`src/rtl/comparator_search.sv`:
```
// Binary search of a 4-bit secret through an external registered comparator.
// Each probe is one PROBE cycle followed by one CHECK cycle.
module comparator_search (
    input  logic       CLK,
    input  logic       nRST,
    input  logic       start,
    input  logic       A_lt_B,
    input  logic       A_gt_B,
    input  logic       A_eq_B,
    output logic [3:0] guess,
    output logic       busy,
    output logic       done,
    output logic       found,
    output logic       err,
    output logic [3:0] result,
    output logic [2:0] probes
);

    typedef enum logic [1:0] {IDLE, PROBE, CHECK} state_t;

    state_t     r_state, w_state_nxt;
    logic [3:0] r_lo, r_hi, r_guess, r_result;
    logic [3:0] w_lo_nxt, w_hi_nxt, w_guess_nxt, w_result_nxt;
    logic [2:0] r_probes, w_probes_nxt;
    logic       r_busy, r_done, r_found, r_err;
    logic       w_busy_nxt, w_done_nxt, w_found_nxt, w_err_nxt;
    logic       w_fail;

    // Midpoints use a 5-bit sum so guess+1+hi cannot overflow before the shift.
    logic [4:0] w_sum_up, w_sum_dn;
    logic [3:0] w_mid_up, w_mid_dn;

    assign w_sum_up = {1'b0, r_guess} + 5'd1 + {1'b0, r_hi};
    assign w_sum_dn = {1'b0, r_lo} + {1'b0, r_guess} - 5'd1;
    assign w_mid_up = 4'(w_sum_up >> 1);
    assign w_mid_dn = 4'(w_sum_dn >> 1);

    always_ff @(posedge CLK) begin
        if (nRST) begin
            r_state  <= IDLE;
            r_lo     <= 4'd0;
            r_hi     <= 4'd15;
            r_guess  <= 4'd0;
            r_result <= 4'd0;
            r_probes <= 3'd0;
            r_busy   <= 1'b0;
            r_done   <= 1'b0;
            r_found  <= 1'b0;
            r_err    <= 1'b0;
        end else begin
            // NOTE: non-blocking so every register sees pre-edge values of the others.
            r_state  <= w_state_nxt;
            r_lo     <= w_lo_nxt;
            r_hi     <= w_hi_nxt;
            r_guess  <= w_guess_nxt;
            r_result <= w_result_nxt;
            r_probes <= w_probes_nxt;
            r_busy   <= w_busy_nxt;
            r_done   <= w_done_nxt;
            r_found  <= w_found_nxt;
            r_err    <= w_err_nxt;
        end
    end

    always_comb begin
        // NOTE: every output of this block gets a default first, so no path can infer a latch.
        w_state_nxt  = r_state;
        w_lo_nxt     = r_lo;
        w_hi_nxt     = r_hi;
        w_guess_nxt  = r_guess;
        w_result_nxt = r_result;
        w_probes_nxt = r_probes;
        w_busy_nxt   = r_busy;
        w_done_nxt   = 1'b0;
        w_found_nxt  = r_found;
        w_err_nxt    = r_err;
        w_fail       = 1'b0;

        case (r_state)
            IDLE: begin
                if (start) begin
                    w_lo_nxt     = 4'd0;
                    w_hi_nxt     = 4'd15;
                    w_guess_nxt  = 4'd7;
                    w_probes_nxt = 3'd0;
                    w_found_nxt  = 1'b0;
                    w_err_nxt    = 1'b0;
                    w_result_nxt = 4'd0;
                    w_busy_nxt   = 1'b1;
                    w_state_nxt  = PROBE;
                end
            end
            PROBE: w_state_nxt = CHECK;
            CHECK: begin
                w_probes_nxt = r_probes + 3'd1;
                case ({A_lt_B, A_gt_B, A_eq_B})
                    3'b001: begin
                        w_found_nxt  = 1'b1;
                        w_result_nxt = r_guess;
                        w_done_nxt   = 1'b1;
                        w_busy_nxt   = 1'b0;
                        w_state_nxt  = IDLE;
                    end
                    3'b100: begin
                        if (r_guess == r_hi) begin
                            w_fail = 1'b1;
                        end else begin
                            w_lo_nxt    = r_guess + 4'd1;
                            w_guess_nxt = w_mid_up;
                            w_state_nxt = PROBE;
                        end
                    end
                    3'b010: begin
                        if (r_guess == r_lo) begin
                            w_fail = 1'b1;
                        end else begin
                            w_hi_nxt    = r_guess - 4'd1;
                            w_guess_nxt = w_mid_dn;
                            w_state_nxt = PROBE;
                        end
                    end
                    default: w_fail = 1'b1;
                endcase
                // Inconsistent flags and an exhausted range end the search the same way.
                if (w_fail) begin
                    w_err_nxt    = 1'b1;
                    w_found_nxt  = 1'b0;
                    w_result_nxt = r_guess;
                    w_done_nxt   = 1'b1;
                    w_busy_nxt   = 1'b0;
                    w_state_nxt  = IDLE;
                end
            end
            default: w_state_nxt = IDLE;
        endcase
    end

    assign guess  = r_guess;
    assign busy   = r_busy;
    assign done   = r_done;
    assign found  = r_found;
    assign err    = r_err;
    assign result = r_result;
    assign probes = r_probes;

endmodule
```
`config.mk`:
```
export PLATFORM = sky130hd
export DESIGN_NAME = comparator_search
export DESIGN_NICKNAME = d
export VERILOG_FILES = /design/src/rtl/comparator_search.sv
export SDC_FILE = /design/constraint.sdc
export NUM_CORES = 1
export LEC_CHECK = 0
export CAP_MARGIN = 20
export CORE_AREA = 2 2 70 52
export DETAILED_ROUTE_END_ITERATION = 12
export DIE_AREA = 0 0 72 54
export GPL_ROUTABILITY_DRIVEN = 1
export PLACE_DENSITY_LB_ADDON = 0.25
export SLEW_MARGIN = 20
export SYNTH_ARGS = -nofsm -noshare
export SYNTH_HDL_FRONTEND = slang
export SYNTH_SLANG_ARGS = --single-unit
```
`constraint.sdc`:
```
create_clock -name CLK -period 3.9 [get_ports CLK]
set_input_delay 0.585 -clock CLK [delete_from_list [all_inputs] [get_ports CLK]]
set_output_delay 0.585 -clock CLK [all_outputs]
set_load 0.05 [all_outputs]
```
==> impl_metrics.yaml, run 1 <==
global_routing:
  busiest_layer: "met1"
  antenna_found_initial: 0
  grt_pass1_vias: 1143
  grt_use_met1_pct: 29.38
  met3_usage_pct: 4.682
  grt_max_degree: 27
  grtUsageMet2_pct: 28.09
  overflow: 0
  grt_pass1_wl_um: 5658
  grt_usage_pct: 19.25
cts:
  clock-sinks: 25
  cts_hold_buf: 0
  cts_resized: 0
  cts_max_level: 1
  cts_tree: "built"
  cts_setup_buffers: 0
  cts-root-buf: "clkbuf_8"
  clk_pin_slew_ps: 90
  clock_latency_ps: 270
  cts_max_path_buffers: 2
  cts_buffers: 3
power_and_ir_drop:
  combPwrFrac_pct: 27.4
  power_uw: 600.1
  switchingPower_uw: 197.2
  seqPwrFrac_pct: 46.5
  cellPowerDensity_nw_per_um2: 330.5
  internal_power_uw: 402.9
  peakVddDrop_uv: 323.1
  p_clk_share_pct: 26.1
  p_sw_share_pct: 32.86
  p_leak_uw: 0.0007275
setup_path:
  rrSetupSlack_ps: 1280
  crit_arrival_ps: 2780
  start_kind: "flop"
  slowest_stage: "or4_1"
  path_cells: "inv_1, ha_1, or4_1, a32oi_4, nor2_1, a311oi_1"
  cpLargestDelayFamily: "simple AND/OR/NAND/NOR gates"
  critPathRequiredTime_ps: 4060
  end_kind: "flop"
  cp_max_fo: 9
  max_stage_delay_ps: 650
  crit_type: "flop to flop"
  path_buf_inv: 1
detailed_routing:
  drtIter0Drc: 142
  num_vias: 1323
  drt-pass1-iter-count: 4
  wirelength_um: 3504
  drc_errors: 0
  antenna_left: 0
  wl_per_cell_um: 14.91
  vias_per_cell: 5.630
final_layout:
  fill_cells: 278
  diodes: 0
  drive_above_1_share_pct: 8.718
  area_growth_pct: 18.55
  layout.nets: 218
timing:
  slew_headroom_pct: 36.78
  finalHoldViolations: 0
  finalSetupViolCount: 0
  rsz0062_at_grt: "false"
  fin_crit_sh_pct: 67.07
  clock_skew_ps: 1.064
  max_freq_mhz: 382.3
  period_needed_ps: 2616
  tns_ps: 0
  report.final.slew_viol_count: 0
  worst-slew-pin-transition_ps: 945.3
  hold_ws_ps: 466.2
floorplan:
  fp-row-count: 18
  die_y_um: 54
  die_w_um: 72
  start_util_pct: 46.26
  core_um2: 3311
  die-area_um2: 3888
  ioPinCount: 21
synth:
  yosysMostFrequentCell: "dfxtp_1"
  syn-instance-count: 177
  syn_nets: 199
  postSynthAreaPerCell_um2: 8.652
  synth_top_area_share_pct: 32.68
  syn_area_um2: 1531
  synth.largest_area_cell: "dfxtp_1"
  ys_seq_area_share_pct: 32.68
  synth_area_leaders: "dfxtp_1 (33%), ha_1 (11%), nor2_1 (5.4%)"
  synth_cell_types: 41
  synth_ff_type: "dfxtp_1"
  synth-edff-count: 0
  yosys-top-cells-count: "dfxtp_1 (25), nor2_1 (22), inv_1 (20)"
  yosys_register_bits: 25
  ys_warn_count: 0
  synthArstFlopShare_pct: 0
min_path:
  hp-class: "flop to flop"
place:
  numPortBuffers: 20
  dp_hpwl_um: 2712
  place_congestion: 0.9112
outcome:
  status: "finished, final reports clean"
flow_run:
  maxCapViolations: 0
[flip-flops by register name, indices dropped and copies added, names as in the netlist]
name,count
found,1
r_state,2
r_lo,4
probes,3
r_hi,4
done,1
busy,1
result,4
err,1
guess,4
[layout make-up]
| cell class | count | area, um2 | share of cell area, % |
|---|---|---|---|
| clock inverters | 1 | 7.507 | 0.4135 |
| well taps | 40 | 50.05 | 2.757 |
| repair buffers | 22 | 215.2 | 11.85 |
| flip-flops and latches | 25 | 500.5 | 27.57 |
| inverters | 20 | 75.07 | 4.135 |
| clock buffers | 3 | 41.29 | 2.274 |
| multi-input cells | 124 | 925.9 | 51.00 |
[cells by family after synthesis]
group / share of synthesized area, %
AOI/OAI and AO/OA: 18.46
xor gates and xnor gates: 4.575
adders and majority gates: 14.05
buffers and inverters: 6.863
DFF: 32.68
muxes: 1.961
and+or+nand+nor: 21.41
[cells in the final DEF, fill, tap and decap left out, types with 2 or more instances in the layout]
cell and count:
fa_1 2, nand3_1 2, buf_4 2, a311oi_1 3
xnor2_1 5, a221oi_1 2, nor3b_1 2, mux2i_1 3
a21oi_1 7, nand2b_1 5, nor2_1 22, xor2_1 3
a21o_1 4, and3_2 2, a22oi_1 3, nand2_1 7
ha_1 14, nor3_1 8, a211oi_1 2, dfxtp_1 25
clkbuf_8 3, o21ai_0 3, clkdlybuf4s50_1 20, nor2b_1 3
a32oi_1 4, inv_1 20, nand4_1 2
[worst paths after layout]
path,start,end,depth (start not counted)
max,guess[1]$_SDFFE_PP0P_,guess[0]$_SDFFE_PP0P_,6
min,r_lo[2]$_SDFFE_PP0P_,r_lo[2]$_SDFFE_PP0P_,2
max reg2reg,guess[1]$_SDFFE_PP0P_,guess[0]$_SDFFE_PP0P_,6
min reg2reg,r_lo[2]$_SDFFE_PP0P_,r_lo[2]$_SDFFE_PP0P_,2
[tightest hold or removal path, delay by kind of cell, from the launching register on]
family             cells  cell delay, ps
DFF                    1             320
AOI/OAI and AO/OA      1              50
and+or+nand+nor        1              50
[metal layers]
metal / wire length, um / vias up
met1: 1764 / 610
met3: 257 / 2
met2: 1469 / 51
met5: 0 / -
met4: 12 / 0
li1: - / 660
[stage by stage]
stage                     utilization [%]  setup WS (ps)  area (um2)  instances
after global routing                54.84           1151        1815        235
after detailed placement            53.36           1349        1767        231
after CTS                           54.84           1318        1815        235
final                               54.84           1284        1815        235
after floorplan                         -           1149        1531        177
after global placement              53.36           1353        1767        231
[power groups by stage]
stage	clock, uW	sequential [uW]	combinational (uW)
3_3_place_gp	0	284	162
2_1_floorplan	0	304	96.9
5_1_grt	171	281	180
6_report	157	279	165
4_1_cts	160	279	164
3_5_place_dp	0	285	163
No activity file was read; power rests on OpenSTA's default activity.
==> inputs of run 2 (changes only) <==
==> constraint.sdc (replaced) <==
create_clock -name CLK -period 2.4 [get_ports CLK]
set_input_delay 0.36 -clock CLK [delete_from_list [all_inputs] [get_ports CLK]]
set_output_delay 0.36 -clock CLK [all_outputs]
set_load 0.05 [all_outputs]
==> run 2 against run 1 <==
Compared with the run above: clock-buffer cell count did not move; fmax is 14% higher; global-route usage up 1.8 points; critical path depth unchanged; critical endpoint is now found$_SDFFE_PP0P_; final cell count is 4.7% higher; non-clock buffer count up 11; critical path type unchanged; design area grew 5.9%.
==> impl_metrics.yaml, run 2 (synthesis gave the netlist of run 1 again) <==
detailed_routing:
  num_vias: 1394
  vias_per_cell: 5.667
  drtIter0Drc: 105
  drt-pass1-iter-count: 4
  wl_per_cell_um: 16.06
  drc_errors: 0
  antenna_left: 0
  wirelength_um: 3951
timing:
  max_freq_mhz: 434.2
  finalSetupViolCount: 0
  period_needed_ps: 2303
  report.final.slew_viol_count: 0
  fin_crit_sh_pct: 95.96
  slew_headroom_pct: 66.44
  clock_skew_ps: 1.465
  finalHoldViolations: 0
  worst-slew-pin-transition_ps: 501.8
cts:
  clk_pin_slew_ps: 90
  cts-root-buf: "clkbuf_8"
  cts_max_path_buffers: 2
  clock_latency_ps: 270
  cts_buffers: 3
  cts_tree: "built"
  clock-sinks: 25
  cts_max_level: 1
place:
  placedCellCount: 237
  dp_hpwl_um: 2982
  place_congestion: 0.9330
  numPortBuffers: 20
  placed_area_um2: 1823
power_and_ir_drop:
  power_uw: 1006
  cellPowerDensity_nw_per_um2: 523.1
  peakVddDrop_uv: 421.9
  p_leak_uw: 0.0007906
global_routing:
  grt_pass1_wl_um: 6196
  overflow: 0
  antenna_found_initial: 0
  grt_pass1_vias: 1264
  grt_usage_pct: 21.00
  grt_max_degree: 15
floorplan:
  fp-row-count: 18
  start_util_pct: 46.26
  ioPinCount: 21
  die_y_um: 54
  core_um2: 3311
  die_w_um: 72
  die-area_um2: 3888
setup_path:
  crit_arrival_ps: 2470
  critPathRequiredTime_ps: 2570
  cp_max_fo: 8
  start_kind: "flop"
  end_kind: "flop"
  crit_type: "flop to flop"
final_layout:
  final_core_util_pct: 58.09
  fin_area_um2: 1923
  diodes: 0
  instances_no_fill: 246
  layout.nets: 229
  drive_above_1_share_pct: 17.48
  area_growth_pct: 25.57
  final_cell_mix: "nor2_1 (21), dfxtp_1 (21), inv_1 (20), clkdlybuf4s50_1 (20), ha_1 (14)"
flow_run:
  maxCapViolations: 0
min_path:
  hp-class: "flop to flop"
outcome:
  status: "finished, final reports clean"
==> run 2: cell types whose count changed in the layout (fill, tap and decap cells not counted), sizes merged <==
cell / previous run / this run
clkinv: 0 / 1
buf: 2 / 13
clkinvlp: 1 / 0
==> run 2: critical path, stage by stage, from the launching register on <==
cell and delay (ps):
dfxtp_4 380, buf_4 130, ha_1 300, or4_4 560
a32oi_4 340, o21ai_2 120, a2111oi_2 350
==> run 2: layout make-up <==
class                           instances  area (um2)
Fill cell                             302        1388
Multi-Input combinational cell        124       943.4
Sequential cell                        25       510.5
Timing Repair Buffer                   33       297.8
Inverter                               20       75.07
Tap cell                               40       50.05
Clock buffer                            3       41.29
Clock inverter                          1       5.005
==> run 2: report_power, final <==
group | switching, uW | total (uW) | internal [uW]
combinational | 179 | 307 | 128
sequential | 18.3 | 449 | 431
clock | 134 | 250 | 116
==> run 2: per-stage QoR <==
stage | TNS (ps) | hold slack, ps | setup slack [ps]
after global placement | 0 | 444.3 | 78.42
after detailed placement | 0 | 464.1 | 85.71
after CTS | 0 | 477.9 | 62.08
final | 0 | 473.7 | 96.86
after global routing | -1.213 | 497.0 | -1.213
after floorplan | 0 | 431.9 | 38.49
==> run 2: worst paths after layout <==
check,from,to,slack [ps],depth (start not counted)
worst min-delay path,found$_SDFFE_PP0P_,found$_SDFFE_PP0P_,470,2
worst max register to register,guess[1]$_SDFFE_PP0P_,found$_SDFFE_PP0P_,100,6
worst min register to register,found$_SDFFE_PP0P_,found$_SDFFE_PP0P_,470,2
worst max-delay path,guess[1]$_SDFFE_PP0P_,found$_SDFFE_PP0P_,100,6
==> run 2: routing by layer <==
layer  share of wire [%]  track usage (%)  vias to the layer above
met1                  48            28.47                      666
met2                  46            34.41                       52
met5                   0                0                        -
met4                   0            4.088                        0
li1                    -                -                      676
met3                 6.7            5.243                        0
==> run 2: what timing repair did <==
action / 4_1_cts / 5_1_grt
setup endpoints to repair: 0 / 9
gates resized for setup: 0 / 4
hold buffers: 0 / 0
buffers inserted: 0 / 5
